--- src/rtl/trigger_frame_packer.sv ---
// Frames each contiguous trigger-window burst as header, data words, footer (TLAST) into an output FIFO.
// Latency: header visible one cycle after the first beat's edge; data word k one cycle after beat k.
// Backpressure: M_AXIS_TREADY stalls the FIFO; upstream cannot stall, so frames are truncated or dropped on overflow.
//
// Ports: ACLK/ARESET (sync, active-high); S_AXIS_TDATA/TVALID trigger stream in ({cfg, ts, info, samples});
//        M_AXIS_TDATA/TVALID/TREADY/TLAST framed stream out; DROPPED_FRAME_COUNT saturating drop counter.
module trigger_frame_packer #(
    parameter int SAMPLE_WIDTH         = 16,
    parameter int SAMPLE_NUM_PER_CLK   = 8,
    parameter int TRIGGER_INFO_WIDTH   = 8,
    parameter int TIMESTAMP_WIDTH      = 24,
    parameter int TRIGGER_CONFIG_WIDTH = 16,
    parameter logic [7:0] CHANNEL_ID   = 8'h00,
    parameter int FIFO_DEPTH           = 16
) (
    input  logic ACLK,
    input  logic ARESET,
    input  logic [SAMPLE_WIDTH*SAMPLE_NUM_PER_CLK+TRIGGER_INFO_WIDTH+TIMESTAMP_WIDTH+TRIGGER_CONFIG_WIDTH-1:0] S_AXIS_TDATA,
    input  logic S_AXIS_TVALID,
    output logic [SAMPLE_WIDTH*SAMPLE_NUM_PER_CLK-1:0] M_AXIS_TDATA,
    output logic M_AXIS_TVALID,
    input  logic M_AXIS_TREADY,
    output logic M_AXIS_TLAST,
    output logic [15:0] DROPPED_FRAME_COUNT
);
    localparam int DW = SAMPLE_WIDTH * SAMPLE_NUM_PER_CLK;
    localparam int TI = TRIGGER_INFO_WIDTH;
    localparam int TS = TIMESTAMP_WIDTH;
    localparam int TC = TRIGGER_CONFIG_WIDTH;
    localparam int AW = $clog2(FIFO_DEPTH);
    localparam logic [AW:0] DEPTH    = (AW+1)'(FIFO_DEPTH);
    localparam logic [AW:0] FREE_HDR = (AW+1)'(3);  // header + one data + footer
    localparam logic [AW:0] FREE_DAT = (AW+1)'(2);  // data + reserved footer slot

    typedef enum logic [1:0] {IDLE, STREAM, FOOTER, DROP} state_t;
    state_t state, next_state;

    // Input field split
    logic [DW-1:0] samples;
    logic [TI-1:0] info;
    logic [TS-1:0] ts;
    logic [TC-1:0] cfg;
    assign samples = S_AXIS_TDATA[DW-1:0];
    assign info    = S_AXIS_TDATA[DW +: TI];
    assign ts      = S_AXIS_TDATA[DW+TI +: TS];
    assign cfg     = S_AXIS_TDATA[DW+TI+TS +: TC];

    // Frame context
    logic [DW-1:0] hold;
    logic [15:0]   word_cnt;
    logic          truncated;

    // Output FIFO (first-word-fall-through)
    logic [DW:0]   mem [FIFO_DEPTH];
    logic [AW-1:0] wr_ptr, rd_ptr;
    logic [AW:0]   fifo_cnt, free;
    logic          rd_en;
    logic [DW:0]   rd_word;

    // Control
    logic          wr_en, wr_last, hold_ld, frame_clr, cnt_inc, trunc_set, drop_inc;
    logic [DW-1:0] wr_word, header, footer;

    assign free  = DEPTH - fifo_cnt;  // taken before this cycle's read
    assign rd_en = M_AXIS_TVALID && M_AXIS_TREADY;

    always_comb begin
        header = '0;
        header[DW-1 -: 8]           = 8'hAA;
        header[DW-9 -: 8]           = CHANNEL_ID;
        header[DW-17 -: TS]         = ts;
        header[DW-17-TS -: TC]      = cfg;
        header[DW-17-TS-TC -: TI]   = info;
    end

    always_comb begin
        footer = '0;
        footer[DW-1 -: 8]  = 8'h55;
        footer[DW-9 -: 16] = word_cnt;
        footer[DW-25]      = truncated;
    end

    // FSM: state register
    always_ff @(posedge ACLK) begin
        if (ARESET) state <= IDLE;
        else        state <= next_state;
    end

    // FSM: next state
    always_comb begin
        next_state = state;
        case (state)
            IDLE:    if (S_AXIS_TVALID) next_state = (free >= FREE_HDR) ? STREAM : DROP;
            STREAM:  if (!S_AXIS_TVALID) next_state = FOOTER;
            FOOTER:  next_state = S_AXIS_TVALID ? DROP : IDLE;
            DROP:    if (!S_AXIS_TVALID) next_state = IDLE;
            default: next_state = IDLE;
        endcase
    end

    // FSM: outputs
    always_comb begin
        wr_en     = 1'b0;
        wr_last   = 1'b0;
        wr_word   = header;
        hold_ld   = 1'b0;
        frame_clr = 1'b0;
        cnt_inc   = 1'b0;
        trunc_set = 1'b0;
        drop_inc  = 1'b0;
        case (state)
            IDLE: begin
                if (S_AXIS_TVALID) begin
                    if (free >= FREE_HDR) begin
                        wr_en     = 1'b1;
                        hold_ld   = 1'b1;
                        frame_clr = 1'b1;
                    end else begin
                        drop_inc  = 1'b1;
                    end
                end
            end
            STREAM: begin
                // Once truncated, stay truncated so the frame never has holes.
                if (free >= FREE_DAT && !truncated) begin
                    wr_en   = 1'b1;
                    wr_word = hold;
                    cnt_inc = 1'b1;
                end else begin
                    trunc_set = 1'b1;
                end
                hold_ld = S_AXIS_TVALID;
            end
            FOOTER: begin
                wr_en    = 1'b1;
                wr_word  = footer;
                wr_last  = 1'b1;
                drop_inc = S_AXIS_TVALID;  // burst restarted with a 1-cycle gap
            end
            default: ;
        endcase
    end

    // Frame context and drop counter
    always_ff @(posedge ACLK) begin
        if (ARESET) begin
            hold                <= '0;
            word_cnt            <= '0;
            truncated           <= 1'b0;
            DROPPED_FRAME_COUNT <= '0;
        end else begin
            if (hold_ld) hold <= samples;
            if (frame_clr) begin
                word_cnt  <= '0;
                truncated <= 1'b0;
            end else begin
                if (cnt_inc && word_cnt != 16'hFFFF) word_cnt <= word_cnt + 16'd1;
                if (trunc_set) truncated <= 1'b1;
            end
            if (drop_inc && DROPPED_FRAME_COUNT != 16'hFFFF)
                DROPPED_FRAME_COUNT <= DROPPED_FRAME_COUNT + 16'd1;
        end
    end

    // FIFO storage: no reset so it maps onto RAM
    always_ff @(posedge ACLK) begin
        if (wr_en) mem[wr_ptr] <= {wr_last, wr_word};
    end

    always_ff @(posedge ACLK) begin
        if (ARESET) begin
            wr_ptr   <= '0;
            rd_ptr   <= '0;
            fifo_cnt <= '0;
        end else begin
            if (wr_en) wr_ptr <= wr_ptr + 1'b1;
            if (rd_en) rd_ptr <= rd_ptr + 1'b1;
            case ({wr_en, rd_en})
                2'b10:   fifo_cnt <= fifo_cnt + 1'b1;
                2'b01:   fifo_cnt <= fifo_cnt - 1'b1;
                default: fifo_cnt <= fifo_cnt;
            endcase
        end
    end

    assign rd_word       = mem[rd_ptr];
    assign M_AXIS_TVALID = (fifo_cnt != '0);
    assign M_AXIS_TDATA  = M_AXIS_TVALID ? rd_word[DW-1:0] : '0;
    assign M_AXIS_TLAST  = M_AXIS_TVALID ? rd_word[DW] : 1'b0;

endmodule

--- config.mk ---
export PLATFORM = sky130hd
export DESIGN_NAME = trigger_frame_packer
export DESIGN_NICKNAME = d
export VERILOG_FILES = /design/src/rtl/trigger_frame_packer.sv
export SDC_FILE = /design/constraint.sdc
export NUM_CORES = 2
export LEC_CHECK = 0
export BUFFER_PORTS_ARGS = -buffer_cell sky130_fd_sc_hd__clkbuf_2
export CAP_MARGIN = 20
export CORE_ASPECT_RATIO = 0.6
export CORE_UTILIZATION = 40
export CTS_CLUSTER_SIZE = 12
export DETAILED_ROUTE_END_ITERATION = 6
export GPL_ROUTABILITY_DRIVEN = 0
export GPL_TIMING_DRIVEN = 0
export MAX_ROUTING_LAYER = met4
export PLACE_DENSITY = 0.52
export SYNTH_ARGS = -nofsm -noshare
export SYNTH_HDL_FRONTEND = slang
export SYNTH_SLANG_ARGS = --single-unit
--- constraint.sdc ---
create_clock -name ACLK -period 27.5 [get_ports ACLK]
set_clock_uncertainty 0.1 [all_clocks]
set_input_delay 8.25 -clock ACLK [delete_from_list [all_inputs] [get_ports ACLK]]
set_output_delay 8.25 -clock ACLK [all_outputs]
set_load 0.02 [all_outputs]
Word-level counts from Yosys, hierarchy flattened

Memories as Yosys holds them, arrays and structs flattened. A register that Yosys moved wholly into a read port is not among the register bits.
Cells that the tools add are included.

Bits in registers: 176
RAM bits: 2,064
Input port bits: 180
Output and inout port bits: 146
Word-level logic and storage cells: 66
Memories: 1

Memories:

| name | words | bits a word | read ports | clocked after Yosys merged registers in | wr ports | line | text |
|---|---|---|---|---|---|---|---|
| mem  | 16    | 129         | 1          | 1                                       | 1        | 54   | `logic [DW:0] mem [FIFO_DEPTH];` |

Add/sub/neg operators: 7
$lt $le $gt $ge: 2
Equal/unequal tests: 10
Multiplexer cells: 28
Reductions and logical operators: 10

Operator list:

| cell                    | number |
|---|---|
| $mux W128               | 2 |
| $pmux W128 S2           | 1 |
| $add A16 B1 Y16 const B | 2 |
| $ne A16 B16 Y1 const B  | 2 |
| $mux W1                 | 13 |
| $ge A5 B2 Y1 const B    | 2 |
| $mux W2                 | 5 |
| $pmux W5 S2             | 1 |
| $add A4 B1 Y4 const B   | 2 |
| $mux W4                 | 2 |
| $pmux W2 S4             | 1 |
| $eq A2 B2 Y1 const B    | 3 |
| $ne A2 B2 Y1 const B    | 3 |
| $add A5 B1 Y5 const B   | 1 |
| $reduce_bool A5 Y1      | 1 |
| $sub A5 B1 Y5 const B   | 1 |
| $sub A5 B5 Y5 const A   | 1 |
| $eq A2 B1 Y1 const B    | 2 |
| $logic_and A1 B1 Y1     | 4 |
| $pmux W1 S2             | 2 |
| $pmux W1 S3             | 1 |
| $reduce_and A3 Y1       | 1 |
| $logic_not A2 Y1        | 1 |
| $reduce_bool A2 Y1      | 1 |
| 2 further kinds         | 2 |

Longest topological paths before layout

Depth in word-level cells: 7
Gate-level depth with buffers: 20
Gate-level depth less buffers: 18

Worst setup path before layout

OpenSTA, ideal clock, no wires.

Kind: input to register
Start point: input S_AXIS_TVALID
End point: memory mem[2][0] in the netlist's numbering (enable)
Library setup time: 0.775 ns
Arrival: 17.792 ns
Required time: 26.625 ns
Path slack: 8.833 ns
Stages: 5
Path buffers: 0
Cells stage by stage: inv_1 > a211o_1 > a31oi_2 > nand2_1 > nor3_1

Longest elaborated chain between the ends: 4

RTL lines:

| item                          | line | text |
|---|---|---|
| start, declared               | 19   | `input logic S_AXIS_TVALID,` |
| $mux W1                       | 113  | `if (S_AXIS_TVALID) begin` |
| $pmux W1 S3                   | 111  | `case (state)` |
| $mux W1                       | 167  | `if (wr_en) mem[wr_ptr] <= {wr_last, wr_word};` |
| $mux W1 (not written as such) | 167  |  |
| end, declared                 | 54   |  |

No other way between the ends.

==> metrics <==
clock sink count=2,244; total of endpoints with negative setup slack in the final report=0; synthesized instance count=4,086; number of hold-repair buffers added at the cts stage=0; Synth top cells by count=sky130_fd_sc_hd__edfxtp_1, sky130_fd_sc_hd__mux4_2, sky130_fd_sc_hd__nand2_1, sky130_fd_sc_hd__dfxtp_1, sky130_fd_sc_hd__a21oi_1; combinational power share=32.4%; largest incremental delay on the critical path=820 ps; Seq/Total Area, Yosys=around three quarters; Final Total Pwr=approximately 10 mW; buffers inserted during post-CTS setup optimization=0; register bit count reported by yosys=around 2.2k; unrepaired setup endpoints after global routing=false; FF-to-FF setup slack=22,020 ps; wire length reported by the detailed router=249,000 µm; Final min period=approximately 13,000 ps; Min-Delay Path Class=flip-flop to flip-flop; TritonRoute pass-1 iters=5; number of distinct library cell variants in the gate-level netlist after synthesis=53; final clock period utilization by the worst path=a little under half; Die Area=218,000 µm²; worst-path cell with the longest stage delay=sky130_fd_sc_hd__buf_1; FF-to-FF Start=fifo_cnt[0]; share of the synthesized area in the top cell type=71.6%; routed len/inst=31.9 µm; starting density of the core=40.5%; clock tree from TritonCTS=yes; endpoint of the worst hold-timing path=hold[26]; clock buffer depth=4; asr flop ratio synth=0%; Yosys top cell by area=sky130_fd_sc_hd__edfxtp_1; placement-stage worst setup slack=between 15,000 and 20,000 ps; relative contribution of sequential cells to total power=41.3%; Core Area=214,000 µm²; detailed-route via count=44.5k; power density relative to cell area=slightly above 100 nW/µm²; critical-path maximum fanout=10; clock-pin slew of the registers on the worst-case setup and hold paths=60 ps; global router's overall resource usage=23.3%; worst supply voltage drop on vdd=0.0532 mV; ratio of cells with drive above 1 in the final layout=31.1%; part of the total power dissipated in the clock network=26.4%; top-count cell post-synth=sky130_fd_sc_hd__edfxtp_1; number of standard-cell rows in the floorplan=~130; worst path arrival time=4540 ps; maximum number of pins on one net before global-route repair=23; Net Count, Synth=4,285; number of flops mapped to enable cells by yosys=2,064; source-to-sink clock delay at the later pin of the worst-skew pair=860 ps; # fillers=approximately 18k; number of global-route vias before repair=44.0k; layout overhead on the synthesized area=17.0%; Vert. Die Dim=362 µm; internal portion of total power=~7 mW; slew at the pin closest to its max-slew limit=1210 ps; total negative slack for setup checks=0 ps; largest cells by area after synthesis=sky130_fd_sc_hd__edfxtp_1, sky130_fd_sc_hd__mux4_2, sky130_fd_sc_hd__dfxtp_1; switching pwr=3.44 mW; total grt overflow=0; worst path cell trace=buf_2, clkbuf_2, buf_1, mux4_2, mux4_2, and2_1, clkbuf_2; average cell area after synthesis=21.2 µm²; number of instances resized during post-cts repair=0; type of destination of the critical path=primary output; final net count=5,018; primary flip-flop cell chosen by synthesis mapping=sky130_fd_sc_hd__edfxtp_1; status=completed; ratio of routed vias to standard cells=5.70; Setup WS post-layout=~15,000 ps; reported leakage power=33.0 nW; number of port buffers=324; antenna violations before repair=20; endpoints failing hold=0; wire length of the first global-routing pass=347,000 µm; max-slew violation count=0; Crit Path Class=flip-flop to primary output; family with the most delay on the worst path=buffers and inverters; remaining antenna violation count after routing=0; violation count after the first detailed-route iteration=5,439; Placed Area=approximately 95,000 µm²; Critical Path RT=~19,000 ps; die span in x=603 µm; number of cells on the worst reg-to-reg path=17; kind of launch point of the worst setup path=flip-flop; RR Endpoint=mem[1][100]; Sw Share=32.8%; Fmax achieved=77.6 MHz; warning count from the yosys run=0; htree depth=4; worst slew margin relative to its limit=between 10% and 20%; number of buffers added by the clock tree synthesis step=220; half-perimeter wire length after detailed placement=166,000 µm; max capacitance violation total=0; netlist area before placement=86,600 µm²; CTS Root Cell=sky130_fd_sc_hd__clkbuf_16; Worst Hold Path Cells=2; buffering stage count on the worst path with inverters included=4; hold path startpoint=hold[26]; Register Area=65,600 µm²; total area of multi-input combinational cells=19,800 µm²; DRC viols=0; IO Pins=326; post-route cell area=101,000 µm²; hold slack final=351 ps
## per-stage QoR
| stage | utilization, % | instances |
|---|---|---|
| 2_1_floorplan | - | 4086 |
| 3_3_place_gp | 42.9 | 7269 |
| 3_5_place_dp | 44.5 | 7453 |
| 4_1_cts | 47.4 | 7797 |
| 5_1_grt | 47.4 | 7800 |
| 6_report | 47.4 | 7806 |
## how the worst max path moves through the flow
stage                       start               end  slack [ps]  cells after the start
CTS                     flip-flop  M_AXIS_TDATA[47]       14550                      7
finish                  flip-flop  M_AXIS_TDATA[47]       14610                      7
floorplan           S_AXIS_TVALID         mem[2][0]        8830                      5
global route            flip-flop  M_AXIS_TDATA[35]       14510                      7
global placement    S_AXIS_TVALID        mem[3][79]       -5840                      5
detailed placement  S_AXIS_TVALID       mem[1][100]       15360                     12
## worst min-delay path: cells and delay by family (launching register included)
| family | cells | cell delay, ps |
|---|---|---|
| flip-flops | 1 | 300 |
| AND/OR/NAND/NOR | 1 | 50 |
| AO/OA/AOI/OAI | 1 | 50 |
## cell families after synthesis
kind of cell / after synthesis / synth area share (%)
buffers and inverters: 265 / 1.48
and+or+nand+nor: 620 / 3.49
adders and majority gates: 19 / 0.275
AOI/OAI and AO/OA: 259 / 1.87
DFF: 2244 / 75.8
xor gates and xnor gates: 27 / 0.273
muxes: 652 / 16.9
## layer usage
layer / share of wire [%] / wire length (µm) / vias up / GRT usage [%]
met2: 47 / 116000 / 1624 / 35.4
li1: - / - / 18300 / -
met3: 6.2 / 15400 / 293 / 3.24
met5: 0 / 0 / - / -
met4: 1.9 / 4650 / 0 / 4.46
met1: 45 / 113000 / 24300 / 34.0
## cells in the final DEF (no fill, tap or decap), types with 6 or more instances in the layout
cell type / n
sky130_fd_sc_hd__diode_2: 6
sky130_fd_sc_hd__and2_1: 137
sky130_fd_sc_hd__nand3_1: 15
sky130_fd_sc_hd__buf_2: 60
sky130_fd_sc_hd__a22o_1: 55
sky130_fd_sc_hd__mux4_2: 645
sky130_fd_sc_hd__o21ai_0: 14
sky130_fd_sc_hd__buf_12: 65
sky130_fd_sc_hd__nor2_4: 12
sky130_fd_sc_hd__buf_8: 19
sky130_fd_sc_hd__xnor2_1: 7
sky130_fd_sc_hd__inv_1: 19
sky130_fd_sc_hd__clkinv_1: 6
sky130_fd_sc_hd__buf_4: 16
sky130_fd_sc_hd__buf_1: 21
sky130_fd_sc_hd__nor2_1: 44
sky130_fd_sc_hd__nand4_1: 16
sky130_fd_sc_hd__buf_16: 28
sky130_fd_sc_hd__ha_1: 19
sky130_fd_sc_hd__dfxtp_1: 180
sky130_fd_sc_hd__buf_6: 93
sky130_fd_sc_hd__clkbuf_8: 12
sky130_fd_sc_hd__edfxtp_1: 2064
sky130_fd_sc_hd__clkbuf_16: 220
sky130_fd_sc_hd__nand2_1: 288
sky130_fd_sc_hd__and3_1: 73
sky130_fd_sc_hd__a21o_1: 7
sky130_fd_sc_hd__xor2_1: 20
sky130_fd_sc_hd__clkbuf_2: 335
sky130_fd_sc_hd__a21oi_1: 154
sky130_fd_sc_hd__clkbuf_1: 213
## cell type report
class | count | share of cell area (%)
Antenna cell | 6 | 0.0148
Inverter | 19 | 0.0704
Clock buffer | 327 | 5.96
Buffer | 246 | 1.21
Timing Repair Buffer | 511 | 4.75
Tap cell | 2859 | 3.53
Clock inverter | 17 | 0.191
Multi-Input combinational cell | 1577 | 19.6
Sequential cell | 2244 | 64.7
## registers in the layout, summed over array words and instances (netlist names), named ones only
signal and flops:
rd_ptr 4, mem 2064, truncated 1, state 2
fifo_cnt 5, wr_ptr 4, hold 128, DROPPED_FRAME_COUNT 16
word_cnt 16
## power by group through the flow
stage               registers [mW]  clock network [mW]  logic, mW
finish                        4.32                2.76       3.39
global route                  4.34                2.93       3.59
CTS                           4.32                2.81       3.45
detailed placement            4.39                   0       3.44
global placement              4.58                   0       3.26
floorplan                     4.44                   0       1.98
Power figures use the tool's default switching activity.
